==> src/rtl/chord_game_if.sv <==
// Player-side handshake bundle for chord_game_ctrl: debounced inputs in, renderer/status outputs out.
// The hint pulse exists only when CHORD_HINT_EN is defined.
interface chord_game_if;
  logic        start;
  logic [11:0] key_toggle;
  logic        submit;
`ifdef CHORD_HINT_EN
  logic        hint;
`endif
  logic [11:0] key_select;
  logic [2:0]  level;
  logic [3:0]  score;
  logic [1:0]  misses;
  logic [2:0]  state_o;
  logic        game_over;
  logic        win;

`ifdef CHORD_HINT_EN
  modport master (
    output start, key_toggle, submit, hint,
    input  key_select, level, score, misses, state_o, game_over, win
  );
  modport slave (
    input  start, key_toggle, submit, hint,
    output key_select, level, score, misses, state_o, game_over, win
  );
`else
  modport master (
    output start, key_toggle, submit,
    input  key_select, level, score, misses, state_o, game_over, win
  );
  modport slave (
    input  start, key_toggle, submit,
    output key_select, level, score, misses, state_o, game_over, win
  );
`endif
endinterface

==> src/rtl/chord_game_ctrl.sv <==
// Chord game sequencer: shows a target chord, collects key toggles, scores submissions.
// Optional macro CHORD_HINT_EN adds a hint pulse that replays the target without losing the selection.
module chord_game_ctrl #(
  parameter int unsigned SHOW_CYCLES = 50_000_000,
  parameter int unsigned FB_CYCLES   = 25_000_000,
  parameter int unsigned NUM_CHORDS  = 8,
  parameter int unsigned MAX_MISSES  = 3
) (
  input  logic         clk,
  input  logic         rst_n,
  chord_game_if.slave  bus
);

  typedef enum logic [2:0] {
    ST_IDLE      = 3'd0,
    ST_SHOW      = 3'd1,
    ST_PLAY      = 3'd2,
    ST_CHECK     = 3'd3,
    ST_CORRECT   = 3'd4,
    ST_WRONG     = 3'd5,
    ST_GAME_OVER = 3'd6,
    ST_WIN       = 3'd7
  } state_e;

  localparam logic [26:0] SHOW_LAST  = 27'(SHOW_CYCLES - 1);
  localparam logic [26:0] FB_LAST    = 27'(FB_CYCLES - 1);
  localparam logic [2:0]  LAST_LEVEL = 3'(NUM_CHORDS - 1);
  localparam logic [1:0]  MISS_LIMIT = 2'(MAX_MISSES);

  function automatic logic [11:0] chord_of(input logic [2:0] idx);
    case (idx)
      3'd0:    chord_of = 12'h091;
      3'd1:    chord_of = 12'h221;
      3'd2:    chord_of = 12'h884;
      3'd3:    chord_of = 12'h224;
      3'd4:    chord_of = 12'h211;
      3'd5:    chord_of = 12'h890;
      3'd6:    chord_of = 12'h244;
      default: chord_of = 12'h910;
    endcase
  endfunction

  state_e      state_q, state_d;
  logic [26:0] timer_q, timer_d;
  logic [11:0] sel_q, sel_d;
  logic [2:0]  level_q, level_d;
  logic [3:0]  score_q, score_d;
  logic [1:0]  misses_q, misses_d;
  logic [11:0] key_select_q, key_select_d;
  logic        game_over_q, game_over_d;
  logic        win_q, win_d;
  logic [11:0] target;
`ifdef CHORD_HINT_EN
  logic        hint_used_q, hint_used_d;
  logic        hint_return_q, hint_return_d;
`endif

  assign target = chord_of(level_q);

  always_comb begin
    // NOTE: every _d takes its _q value first so no path through this block can infer a latch.
    state_d   = state_q;
    timer_d   = timer_q;
    sel_d     = sel_q;
    level_d   = level_q;
    score_d   = score_q;
    misses_d  = misses_q;
`ifdef CHORD_HINT_EN
    hint_used_d   = hint_used_q;
    hint_return_d = hint_return_q;
`endif

    case (state_q)
      ST_IDLE, ST_GAME_OVER, ST_WIN: begin
        if (bus.start) begin
          state_d  = ST_SHOW;
          timer_d  = '0;
          sel_d    = '0;
          level_d  = '0;
          score_d  = '0;
          misses_d = '0;
`ifdef CHORD_HINT_EN
          hint_used_d   = 1'b0;
          hint_return_d = 1'b0;
`endif
        end
      end
      ST_SHOW: begin
        if (timer_q == SHOW_LAST) begin
          state_d = ST_PLAY;
          timer_d = '0;
`ifdef CHORD_HINT_EN
          // A hint replay returns to the selection the player already had.
          if (!hint_return_q) sel_d = '0;
          hint_return_d = 1'b0;
`else
          sel_d = '0;
`endif
        end else begin
          timer_d = timer_q + 27'd1;
        end
      end
      ST_PLAY: begin
        sel_d = sel_q ^ bus.key_toggle;
        if (bus.submit) begin
          state_d = ST_CHECK;
        end
`ifdef CHORD_HINT_EN
        else if (bus.hint) begin
          state_d       = ST_SHOW;
          timer_d       = '0;
          hint_used_d   = 1'b1;
          hint_return_d = 1'b1;
        end
`endif
      end
      ST_CHECK: begin
        timer_d = '0;
        if (sel_q == target) begin
          state_d = ST_CORRECT;
`ifdef CHORD_HINT_EN
          if (score_q != 4'hF && !hint_used_q) score_d = score_q + 4'd1;
`else
          if (score_q != 4'hF) score_d = score_q + 4'd1;
`endif
        end else begin
          state_d = ST_WRONG;
          if (misses_q != MISS_LIMIT) misses_d = misses_q + 2'd1;
        end
      end
      ST_CORRECT: begin
        if (timer_q == FB_LAST) begin
          timer_d = '0;
          if (level_q >= LAST_LEVEL) begin
            state_d = ST_WIN;
          end else begin
            state_d = ST_SHOW;
            level_d = level_q + 3'd1;
`ifdef CHORD_HINT_EN
            hint_used_d = 1'b0;
`endif
          end
        end else begin
          timer_d = timer_q + 27'd1;
        end
      end
      ST_WRONG: begin
        if (timer_q == FB_LAST) begin
          timer_d = '0;
          state_d = (misses_q == MISS_LIMIT) ? ST_GAME_OVER : ST_SHOW;
        end else begin
          timer_d = timer_q + 27'd1;
        end
      end
      default: state_d = ST_IDLE;
    endcase

    // Outputs are decoded from the next state so they register together with it.
    case (state_d)
      ST_SHOW, ST_CORRECT: key_select_d = chord_of(level_d);
      ST_PLAY, ST_CHECK:   key_select_d = sel_d;
      ST_WRONG:            key_select_d = sel_d ^ chord_of(level_d);
      ST_WIN:              key_select_d = 12'hFFF;
      default:             key_select_d = 12'h000;
    endcase
    game_over_d = (state_d == ST_GAME_OVER);
    win_d       = (state_d == ST_WIN);
  end

  // NOTE: state updates use non-blocking assignments so every flop samples pre-edge values.
  always_ff @(posedge clk or negedge rst_n) begin
    if (!rst_n) begin
      state_q      <= ST_IDLE;
      timer_q      <= '0;
      sel_q        <= '0;
      level_q      <= '0;
      score_q      <= '0;
      misses_q     <= '0;
      key_select_q <= '0;
      game_over_q  <= 1'b0;
      win_q        <= 1'b0;
`ifdef CHORD_HINT_EN
      hint_used_q   <= 1'b0;
      hint_return_q <= 1'b0;
`endif
    end else begin
      state_q      <= state_d;
      timer_q      <= timer_d;
      sel_q        <= sel_d;
      level_q      <= level_d;
      score_q      <= score_d;
      misses_q     <= misses_d;
      key_select_q <= key_select_d;
      game_over_q  <= game_over_d;
      win_q        <= win_d;
`ifdef CHORD_HINT_EN
      hint_used_q   <= hint_used_d;
      hint_return_q <= hint_return_d;
`endif
    end
  end

  assign bus.key_select = key_select_q;
  assign bus.level      = level_q;
  assign bus.score      = score_q;
  assign bus.misses     = misses_q;
  assign bus.state_o    = state_q;
  assign bus.game_over  = game_over_q;
  assign bus.win        = win_q;

endmodule

==> src/flat_wrapper.sv <==
// flat-port wrapper written by rule: the top's interface ports become plain ports
module chord_game_ctrl_flat 
#(
  parameter int unsigned SHOW_CYCLES = 50_000_000,
  parameter int unsigned FB_CYCLES   = 25_000_000,
  parameter int unsigned NUM_CHORDS  = 8,
  parameter int unsigned MAX_MISSES  = 3
)
  (clk, rst_n, bus_start, bus_key_toggle, bus_submit, bus_key_select, bus_level, bus_score, bus_misses, bus_state_o, bus_game_over, bus_win);
  chord_game_if bus_i ();
  input  logic clk;
  input  logic rst_n;
  input wire logic [$bits(bus_i.start)-1:0] bus_start;
  input wire logic [$bits(bus_i.key_toggle)-1:0] bus_key_toggle;
  input wire logic [$bits(bus_i.submit)-1:0] bus_submit;
  output wire logic [$bits(bus_i.key_select)-1:0] bus_key_select;
  output wire logic [$bits(bus_i.level)-1:0] bus_level;
  output wire logic [$bits(bus_i.score)-1:0] bus_score;
  output wire logic [$bits(bus_i.misses)-1:0] bus_misses;
  output wire logic [$bits(bus_i.state_o)-1:0] bus_state_o;
  output wire logic [$bits(bus_i.game_over)-1:0] bus_game_over;
  output wire logic [$bits(bus_i.win)-1:0] bus_win;
  assign bus_i.start = bus_start;
  assign bus_i.key_toggle = bus_key_toggle;
  assign bus_i.submit = bus_submit;
  assign bus_key_select = bus_i.key_select;
  assign bus_level = bus_i.level;
  assign bus_score = bus_i.score;
  assign bus_misses = bus_i.misses;
  assign bus_state_o = bus_i.state_o;
  assign bus_game_over = bus_i.game_over;
  assign bus_win = bus_i.win;
  chord_game_ctrl #(.SHOW_CYCLES(SHOW_CYCLES), .FB_CYCLES(FB_CYCLES), .NUM_CHORDS(NUM_CHORDS), .MAX_MISSES(MAX_MISSES)) u_core (.clk(clk), .rst_n(rst_n), .bus(bus_i));
endmodule
==> config.mk <==
export PLATFORM = sky130hd
export DESIGN_NAME = chord_game_ctrl_flat
export DESIGN_NICKNAME = d
export VERILOG_FILES = /design/src/rtl/chord_game_if.sv /design/src/rtl/chord_game_ctrl.sv /design/src/flat_wrapper.sv
export SDC_FILE = /design/constraint.sdc
export NUM_CORES = 1
export LEC_CHECK = 0
export BUFFER_PORTS_ARGS = -buffer_cell sky130_fd_sc_hd__buf_2
export CAP_MARGIN = 20
export CORE_ASPECT_RATIO = 1.1
export CORE_MARGIN = 2
export CORE_UTILIZATION = 24
export CTS_CLUSTER_DIAMETER = 150
export DETAILED_ROUTE_END_ITERATION = 10
export GPL_TIMING_DRIVEN = 0
export PLACE_DENSITY_LB_ADDON = 0.25
export SYNTH_ARGS = -nofsm -noshare
export SYNTH_HDL_FRONTEND = slang
export SYNTH_SLANG_ARGS = --single-unit
==> constraint.sdc <==
create_clock -name clk -period 5.71 [get_ports clk]
set_input_delay 1.142 -clock clk [delete_from_list [all_inputs] [get_ports clk]]
set_output_delay 1.142 -clock clk [all_outputs]
set_load 0.01 [all_outputs]
==> metrics.cfg <==
[hold_path]
hp-start=u_core.timer_q[22]
whs_path_depth=1
hold_path.class=flip-flop to flip-flop
whs_endpoint=u_core.timer_q[22]

[finish]
fin_cells=796
design_area_um2=5051
area_growth_pct=18.77
drive_gt1_frac=0.1559
num-fill-cells=1875
n_antenna_cell=0
regArea_um2=1627
nets=578
multi_input_area_um2=2431

[placed_design]
dp_hpwl_um=9084
globalplace.congestion=0.8481
portBuffers=40
dp.cells=780
place_area_um2=4753

[setup_path]
arrival_ps=4120
cp_max_fo=10
critPathKind=flip-flop to flip-flop
startpoint_type=flip-flop
end_kind=flip-flop
reg2reg_to=u_core.bus.key_select[6]
reg2reg_depth=11
reg2reg_from=u_core.bus.level[0]
rrSetupSlack_ps=1790
cp.required_ps=5910

[timing]
setup_viol_count_final=0
maxSlewViolCount=0
rsz0062_at_grt=false
setup_tns_ps=0
clock_skew_ps=12.31
layout_worst_path_cycle_share=0.6866
fmax_mhz=255.1
period_needed_ps=3921
worstMarginPinSlew_ps=890.7
maxSlewHeadroom=0.4062
hold_viol=0

[floorplan]
core_um2=17550
die_h_um=143.6
die-area_um2=18800
start_util=0.2424
ios=42
rows=51
die_x_um=130.9

[logic_synthesis]
synth_fa_ha_area_frac=0.02648
synth_mux_area_frac=0.02560
ys_seq_area_frac=0.3825
async_flop_share=1.000
synth_compound_gate_area_share=0.2171
synth_top_family_by_area=simple AND/OR/NAND/NOR gates
syn_area_per_cell_um2=8.472
synth_simple_gate_area_share=0.2468
yosys_warnings=0
synthCells=502
synth-xor-area-share=0.05560
yosys_most_used_dff=dfrtp_1
ys_seq_elements=65
synth_cell_types=71
netlist_area_um2=4253
synth-edff-count=0
synth_nets=527

[clock_network]
cts_buffers=9
path_clk_slew_ps=60
clockBufferDepth=2
clock_latency_ps=340
clkSinkCount=65
cts_root_buf=clkbuf_16
tritoncts=yes
cts_resized=0
cts-htree-levels=3
postCtsSetupRepairBufs=0
cts_hold_buffers=0

[route]
vias=3982
drt_iter0_markers=285
wl_per_cell_um=15.33
wl_um=12210
dr.pass1.iters=5
drc=0
ant_nets=0
via_per_inst=5.003

[pwr]
power.internal_mw=0.8297
peakVddDrop_uv=132.6
power_frac_seq=0.433
pwr-share-comb=0.054
p_sw_mw=0.2610
powerDensity_nw_per_um2=215.9
switching_share=0.2393
leakagePower_nw=2.140
clkPwrFrac=0.512

[global_route]
grt_max_degree=66
grt_pass1_vias=3837
grt_use_total=0.1355
grt_overflow=0
grt_pass1_wl_um=19680
antenna_found_initial=0

[run]
maxCapViolCount=0

[outcome]
status=finished, final reports clean

## cell usage after synthesis (all sizes together) (8+ instances only)
cell type	n	area share
a31oi	8	0.012
ha	9	0.026
and3	8	0.012
nand3	24	0.028
inv	22	0.019
o31ai	9	0.017
o21ai	46	0.054
clkbuf	16	0.014
xnor2	16	0.033
a21o	13	0.023
nor2	53	0.047
nor3	15	0.020
nand2	54	0.048
or2	8	0.012
a21oi	26	0.031
xor2	11	0.023
dfrtp	65	0.38
## flip-flops by register name, indices dropped and copies added (netlist names)
| name | flops |
|---|---|
| u_core.sel_q | 12 |
| u_core.bus.misses | 2 |
| u_core.bus.key_select | 12 |
| u_core.timer_q | 27 |
| u_core.bus.level | 3 |
| u_core.bus.game_over | 1 |
| u_core.bus.state_o | 3 |
| u_core.bus.win | 1 |
| u_core.bus.score | 4 |
## metal layers
| metal | vias up | GRT usage | part of all wire |
|---|---|---|---|
| met5 | - | 0 | 0 |
| li1 | 1913 | - | - |
| met1 | 1912 | 0.1671 | 0.44 |
| met3 | 31 | 0.02904 | 0.047 |
| met4 | 0 | 0.06439 | 0.033 |
| met2 | 126 | 0.2245 | 0.48 |
## power by group through the flow
stage                     Combinational (mW)  Clock, mW  Sequential (mW)
after floorplan                       0.0303          0            0.481
after global placement                0.0596          0            0.481
after detailed placement              0.0601          0            0.481
after CTS                             0.0604      0.575            0.473
after global routing                  0.0663      0.592            0.473
final                                 0.0591      0.559            0.473
## logic make-up (layout without fill, tap and decap cells)
kind of cell	count (synthesis)	in the layout
buffers and inverters	44	100
and+or+nand+nor	208	208
xor gates and xnor gates	27	27
muxes	10	10
DFF	65	65
AOI/OAI and AO/OA	139	139
adders and majority gates	9	9
## per-stage QoR
step	hold slack, ps	setup WS (ps)	power (mW)	util
floorplan	461.0	2511	0.5114	-
global placement	491.5	1752	0.5408	0.2707
detailed placement	507.4	1788	0.5415	0.2709
CTS	518.0	1782	1.108	0.2878
global route	544.2	1473	1.131	0.2878
finish	510.0	1789	1.091	0.2878
## critical path, cell delays in order (launching register included)
cell	delay, ps
dfrtp_1	390
clkbuf_1	290
inv_1	190
ha_1	320
nor4_1	530
a31oi_1	90
or3_1	340
a2111oi_2	640
o2bb2ai_1	410
buf_2	320
o41ai_1	90
o211ai_1	160
## worst max-delay path by stage
| stage | depth (start not counted) | slack, ps | from | end |
|---|---|---|---|---|
| finish | 11 | 1790 | u_core.bus.level[0] | u_core.bus.key_select[6] |
| floorplan | 9 | 2510 | bus_start | u_core.bus.key_select[8] |
| global placement | 11 | 1750 | u_core.bus.level[0] | u_core.bus.key_select[6] |
| detailed placement | 11 | 1790 | u_core.bus.level[0] | u_core.bus.key_select[6] |
| global route | 11 | 1470 | u_core.bus.level[0] | u_core.bus.key_select[7] |
| CTS | 11 | 1780 | u_core.bus.level[0] | u_core.bus.key_select[6] |
## layout by cell type (no fill, tap or decap), drive strengths merged, types with 11 or more instances in the layout
cell / synthesis / routed
a21o: 13 / 13
nand2: 54 / 54
xor2: 11 / 11
nand3: 24 / 24
clkbuf: 16 / 26
o21ai: 46 / 46
inv: 22 / 22
buf: 5 / 45
dfrtp: 65 / 65
nor2: 53 / 53
xnor2: 16 / 16
nor3: 15 / 15
a21oi: 26 / 26
## area by class of cell
class	count	area share
well taps	238	0.05895
flip-flops and latches	65	0.3220
clock buffers	10	0.04533
plain buffers	21	0.02056
clock inverters	6	0.01362
multi-input cells	393	0.4813
repair buffers	40	0.04013
inverters	23	0.01808
Power figures use the tool's default switching activity.
